### src/rtl/mem_stall_ctrl.sv
// Memory-access stall controller: accepts a core load/store, waits a fixed latency, then acks.
// Latency: RD_LAT/WR_LAT busy cycles after acceptance, ack in the following cycle.
// Backpressure: ext_stall holds the completion (DONE) until it drops; stall freezes the core meanwhile.
module mem_stall_ctrl #(
  parameter int ADDR_W = 32,
  parameter int DATA_W = 32,
  parameter int RD_LAT = 2,
  parameter int WR_LAT = 1,
  parameter int CNT_W  = 32
) (
  input  logic              clk,
  input  logic              rst_n,
  input  logic              req,
  input  logic              we,
  input  logic [2:0]        wsel,
  input  logic [ADDR_W-1:0] addr,
  input  logic [DATA_W-1:0] wdata,
  input  logic              ext_stall,
  input  logic              cnt_clr,
  output logic              stall,
  output logic              ack,
  output logic [DATA_W-1:0] rdata,
  output logic [ADDR_W-1:0] mem_addr,
  output logic [DATA_W-1:0] mem_wdata,
  output logic              mem_w,
  output logic [2:0]        mem_w_sel,
  input  logic [DATA_W-1:0] mem_rdata,
  output logic [CNT_W-1:0]  stall_cnt
);

  // Wait counter is 4 bits wide, so latencies must fit 1..15.
  generate
    if (RD_LAT < 1 || RD_LAT > 15 || WR_LAT < 1 || WR_LAT > 15) begin : g_bad_lat
      $error("mem_stall_ctrl: RD_LAT and WR_LAT must be within 1..15");
    end
  endgenerate

  localparam logic [3:0]       RD_L    = 4'(RD_LAT);
  localparam logic [3:0]       WR_L    = 4'(WR_LAT);
  localparam logic [3:0]       WAIT_1  = 4'd1;
  localparam logic [CNT_W-1:0] CNT_ONE = {{(CNT_W-1){1'b0}}, 1'b1};

  typedef enum logic [1:0] {IDLE, BUSY, DONE} state_t;

  state_t           state, state_nxt;
  logic [3:0]       wait_cnt;
  logic             lat_we;
  logic             accept;
  logic             last_busy;

  assign accept    = (state == IDLE) && req && !ext_stall;
  assign last_busy = (state == BUSY) && (wait_cnt == WAIT_1);

  // Next-state and handshake outputs; ext_stall never stretches BUSY, only DONE.
  always_comb begin
    state_nxt = state;
    stall     = ext_stall;
    ack       = 1'b0;
    mem_w     = 1'b0;
    case (state)
      IDLE: begin
        stall = ext_stall | req;
        if (accept) state_nxt = BUSY;
      end
      BUSY: begin
        stall = 1'b1;
        mem_w = last_busy & lat_we;
        if (last_busy) state_nxt = DONE;
      end
      DONE: begin
        ack = !ext_stall;
        if (!ext_stall) state_nxt = IDLE;
      end
      default: state_nxt = IDLE;
    endcase
  end

  // State register.
  always_ff @(posedge clk or negedge rst_n) begin
    if (!rst_n) state <= IDLE;
    else        state <= state_nxt;
  end

  // Request latch, wait counter and read-data capture; latched fields hold through IDLE.
  always_ff @(posedge clk or negedge rst_n) begin
    if (!rst_n) begin
      wait_cnt  <= 4'd0;
      lat_we    <= 1'b0;
      mem_addr  <= '0;
      mem_wdata <= '0;
      mem_w_sel <= 3'd0;
      rdata     <= '0;
    end else begin
      if (accept) begin
        wait_cnt  <= we ? WR_L : RD_L;
        lat_we    <= we;
        mem_addr  <= addr;
        mem_wdata <= wdata;
        mem_w_sel <= wsel;
      end else if (state == BUSY) begin
        wait_cnt <= wait_cnt - WAIT_1;
      end
      if (last_busy && !lat_we) rdata <= mem_rdata;
    end
  end

  // Saturating stalled-cycle counter; clear takes priority over counting.
  always_ff @(posedge clk or negedge rst_n) begin
    if (!rst_n)                        stall_cnt <= '0;
    else if (cnt_clr)                  stall_cnt <= '0;
    else if (stall && stall_cnt != '1) stall_cnt <= stall_cnt + CNT_ONE;
  end

endmodule

### config.mk
export PLATFORM = sky130hd
export DESIGN_NAME = mem_stall_ctrl
export DESIGN_NICKNAME = d
export VERILOG_FILES = /design/src/rtl/mem_stall_ctrl.sv
export SDC_FILE = /design/constraint.sdc
export NUM_CORES = 1
export LEC_CHECK = 0
export CAP_MARGIN = 20
export CELL_PAD_IN_SITES_DETAIL_PLACEMENT = 1
export CELL_PAD_IN_SITES_GLOBAL_PLACEMENT = 2
export CORE_UTILIZATION = 25
export DETAILED_ROUTE_END_ITERATION = 7
export GPL_ROUTABILITY_DRIVEN = 0
export PLACE_DENSITY_LB_ADDON = 0.1
export SETUP_SLACK_MARGIN = 0.3
export SLEW_MARGIN = 20
export SYNTH_ARGS = -nofsm -noshare
export SYNTH_HDL_FRONTEND = slang
export SYNTH_SLANG_ARGS = --single-unit
### constraint.sdc
create_clock -name clk -period 2.2 [get_ports clk]
set_input_delay 0.44 -clock clk [delete_from_list [all_inputs] [get_ports clk]]
set_output_delay 0.44 -clock clk [all_outputs]
set_load 0.02 [all_outputs]
==> flow_metrics.tcl <==
set metrics [dict create \
    start_util_pct 25.72 \
    synthCells 443 \
    ys.flop_type "dfrtp_1" \
    gr-total-overflow 0 \
    place_hpwl_mm 13.61 \
    crit_type "flip-flop to output port" \
    syn-num-nets 551 \
    hold_violations 0 \
    post-route-util_pct 45.72 \
    viasPerCell 4.479 \
    io_buffers 238 \
    crit_arrival_ns 1.69 \
    grt_pass1_wl_mm 30.57 \
    cp.required_ns 1.76 \
    p_leak_nw 4.593 \
    power_frac_comb_pct 43.9 \
    synthXorXnorAreaFrac_pct 2.683 \
    p_total_mw 12.71 \
    skew_ns 0.01040 \
    swShare_pct 33.74 \
    tns_ns 0 \
    fin_nets 878 \
    dr_wl_met2_mm 10.04 \
    critPathMaxStageDelay_ns 0.39 \
    top_layer_used "met4" \
    cts_root_buf "clkbuf_16" \
    clock_sinks 138 \
    setup-violations-final 0 \
    drc 0 \
    hold_class "flip-flop to flip-flop" \
    fin_cells 1096 \
    dieArea_um2 24120 \
    p_sw_mw 4.289 \
    pre_cts_ws_ns -0.1363 \
    critPathLaunchType "flip-flop" \
    wl_met1_mm 7.814 \
    post-route-period-util_pct 96.76 \
    avgSynthCellArea_um2 13.26 \
    period_needed_ns 2.129 \
    fin_area_um2 10450 \
    wire_per_inst_um 17.79 \
    drv_cap 0 \
    antenna_found_initial 0 \
    cts_tree "built" \
    clkPwrFrac_pct 23.9 \
    ios 239 \
    synth.cell_area_um2 5876 \
    nFillCells 2389 \
    clkLatencyLatePin_ns 0.42 \
    first_global_vias 5594 \
    yosysWarnings 0 \
    p_seq_share_pct 32.2 \
    hold_ws_ns 0.5045 \
    fin_ws_ns 0.07122 \
    intPower_mw 8.424 \
    end_kind "output port" \
    synth.mux.area_fraction_pct 19.93 \
    ant_nets 0 \
    placed_area_um2 9039 \
    synth-compound-area-share_pct 5.004 \
    clk_pin_slew_ns 0.06 \
    die_h_um 155.3 \
    drtIter0Drc 102 \
    dr_total_vias 4909 \
    cts_max_level 4 \
    clock_path_buffers 2 \
    multiInputGateArea_um2 2635 \
    cp_slowest_cell "dfrtp_1" \
    diodes 0 \
    synthDistinctLibCells 43 \
    grt_util_all_layers_pct 16.50 \
    synthArstFlopShare_pct 100.0 \
    fmax_mhz 469.8 \
    firstDrtPassIters 4 \
    routed_wl_mm 19.50 \
    final_cell_mix "clkdlybuf4s50_1 (188), dfrtp_1 (120), mux2_2 (97), buf_4 (68), dlygate4sd2_1 (27)" \
    seq_area_um2 3476 \
    drive_above_1_share_pct 38.06 \
    final_common_cell "clkdlybuf4s50_1" \
    dr_wl_met3_mm 1.357 \
    slew_viol_final 0 \
    path_max_fanout 2 \
    relSlewSlack_pct 67.06 \
    synth-edff-count 0 \
    synth-seq-area-share_pct 58.77 \
    syn2layout_area_growth_pct 77.79 \
    ys_seq_elements 138 \
    numCtsBuffers 17 \
    synth_top_family_by_area "multiplexers" \
    row_count 55 \
    die_w_um 155.3 \
    status "complete, no violations" \
    rsz0062_at_grt "yes" \
    coreArea_um2 22850 \
    grt_max_degree 43 \
    synthAdderAreaFrac_pct 0.6388 \
    max_slew.worst_pin.slew_ns 0.4925 \
    peakVddDrop_v 0.0005881 \
    path_cells "inv_2 -> ha_4 -> nor3b_4 -> nor2b_4 -> and2_4 -> buf_6" \
    synthSimpleGateAreaFrac_pct 10.73 \
    dp.cells 1020 \
    power_density_nw_per_um2 1217 \
]
area by class of cell:
cell class	instances	share of cell area, %
sequential	138	33.27
timing repair buffer	329	31.58
multi-input combinational	277	25.22
clock inverter	12	1.545
clock buffer	20	4.372
inverter	7	0.2515
tap	313	3.749
synthesized netlist by cell type (2+ instances only):
master / instances / share of area [%]
dfrtp_1: 138 / 59
mux2_2: 101 / 19
nor2_1: 26 / 1.7
nand2_1: 15 / 0.96
xnor2_1: 15 / 2.2
a21oi_1: 13 / 1.1
nand4_1: 12 / 1.3
clkbuf_1: 10 / 0.64
nand3_1: 10 / 0.85
buf_2: 9 / 0.77
o21ai_0: 9 / 0.77
or3_1: 8 / 0.85
a211oi_1: 7 / 0.89
inv_1: 7 / 0.45
and4_1: 6 / 0.89
nor2b_1: 6 / 0.64
and3_1: 4 / 0.43
nor4_1: 4 / 0.43
ha_1: 3 / 0.64
mux2_1: 3 / 0.57
nor4_2: 3 / 0.64
o211ai_1: 3 / 0.38
o31ai_1: 3 / 0.38
xor2_1: 3 / 0.45
a2111oi_0: 2 / 0.30
a31o_2: 2 / 0.30
and2_1: 2 / 0.21
buf_6: 2 / 0.38
nor3b_1: 2 / 0.26
or4_1: 2 / 0.26
path summary, 6_finish.rpt:
path / startpoint / to / slack [ns] / depth (start not counted)
worst max-delay path: wait_cnt[1]$_DFFE_PN0P_ / mem_w / 0.07 / 6
worst min-delay path: mem_wdata[14]$_DFFE_PN0P_ / mem_wdata[14]$_DFFE_PN0P_ / 0.50 / 1
worst max register to register: wait_cnt[1]$_DFFE_PN0P_ / rdata[13]$_DFFE_PN0P_ / 0.08 / 10
worst min register to register: mem_wdata[14]$_DFFE_PN0P_ / mem_wdata[14]$_DFFE_PN0P_ / 0.50 / 1
max in group asynchronous: rst_n / mem_wdata[6]$_DFFE_PN0P_ / 1.09 / 3
min in group asynchronous: rst_n / stall_cnt[12]$_DFFE_PN0P_ / 0.51 / 2
worst max-delay path, delay by kind of cell (launching register included):
kind                     cells  cell delay (ns)
AND/OR/NAND/NOR              3             0.57
flip-flops                   1             0.39
buffers and inverters        2             0.20
adder cells (fa/ha/maj)      1             0.12
registers in the layout (all words and copies together), names as in the netlist:
| register | count |
|---|---|
| mem_w_sel | 3 |
| state | 2 |
| mem_addr | 32 |
| wait_cnt | 4 |
| lat_we | 1 |
| mem_wdata | 32 |
| rdata | 32 |
| stall_cnt | 32 |
cell families (layout without fill, tap and decap cells):
group,count (synthesis),in the layout
AOI/OAI and AO/OA,44,44
xor gates and xnor gates,18,18
adders and majority gates,3,3
buffers and inverters,28,368
DFF,138,138
muxes,104,104
and+or+nand+nor,108,108
what timing repair did:
action | 4_1_cts | 5_1_grt
pin swaps | 10 | 28
buffers inserted | 28 | 12
resized for setup | 76 | 71
hold buffers | 1 | 0
endpoints found under the setup margin | 80 | 75
cloned | 3 | 0
hold endpoints to repair | 35 | 0
power groups by stage:
| stage | sequential (mW) | clock [mW] | combinational [mW] |
|---|---|---|---|
| floorplan | 5.25 | 0 | 1.40 |
| global route | 4.25 | 3.24 | 5.91 |
| detailed placement | 4.13 | 0 | 5.33 |
| global placement | 4.07 | 0 | 5.26 |
| finish | 4.09 | 3.03 | 5.59 |
| CTS | 4.11 | 3.14 | 5.64 |
per-layer routing:
metal  up-vias  track usage [%]
li1       2238                -
met1      2501            18.96
met2       148            28.46
met3        22            6.100
met4         0            5.135
met5         -                0
Note: power is estimated with default switching activity, not from simulation.
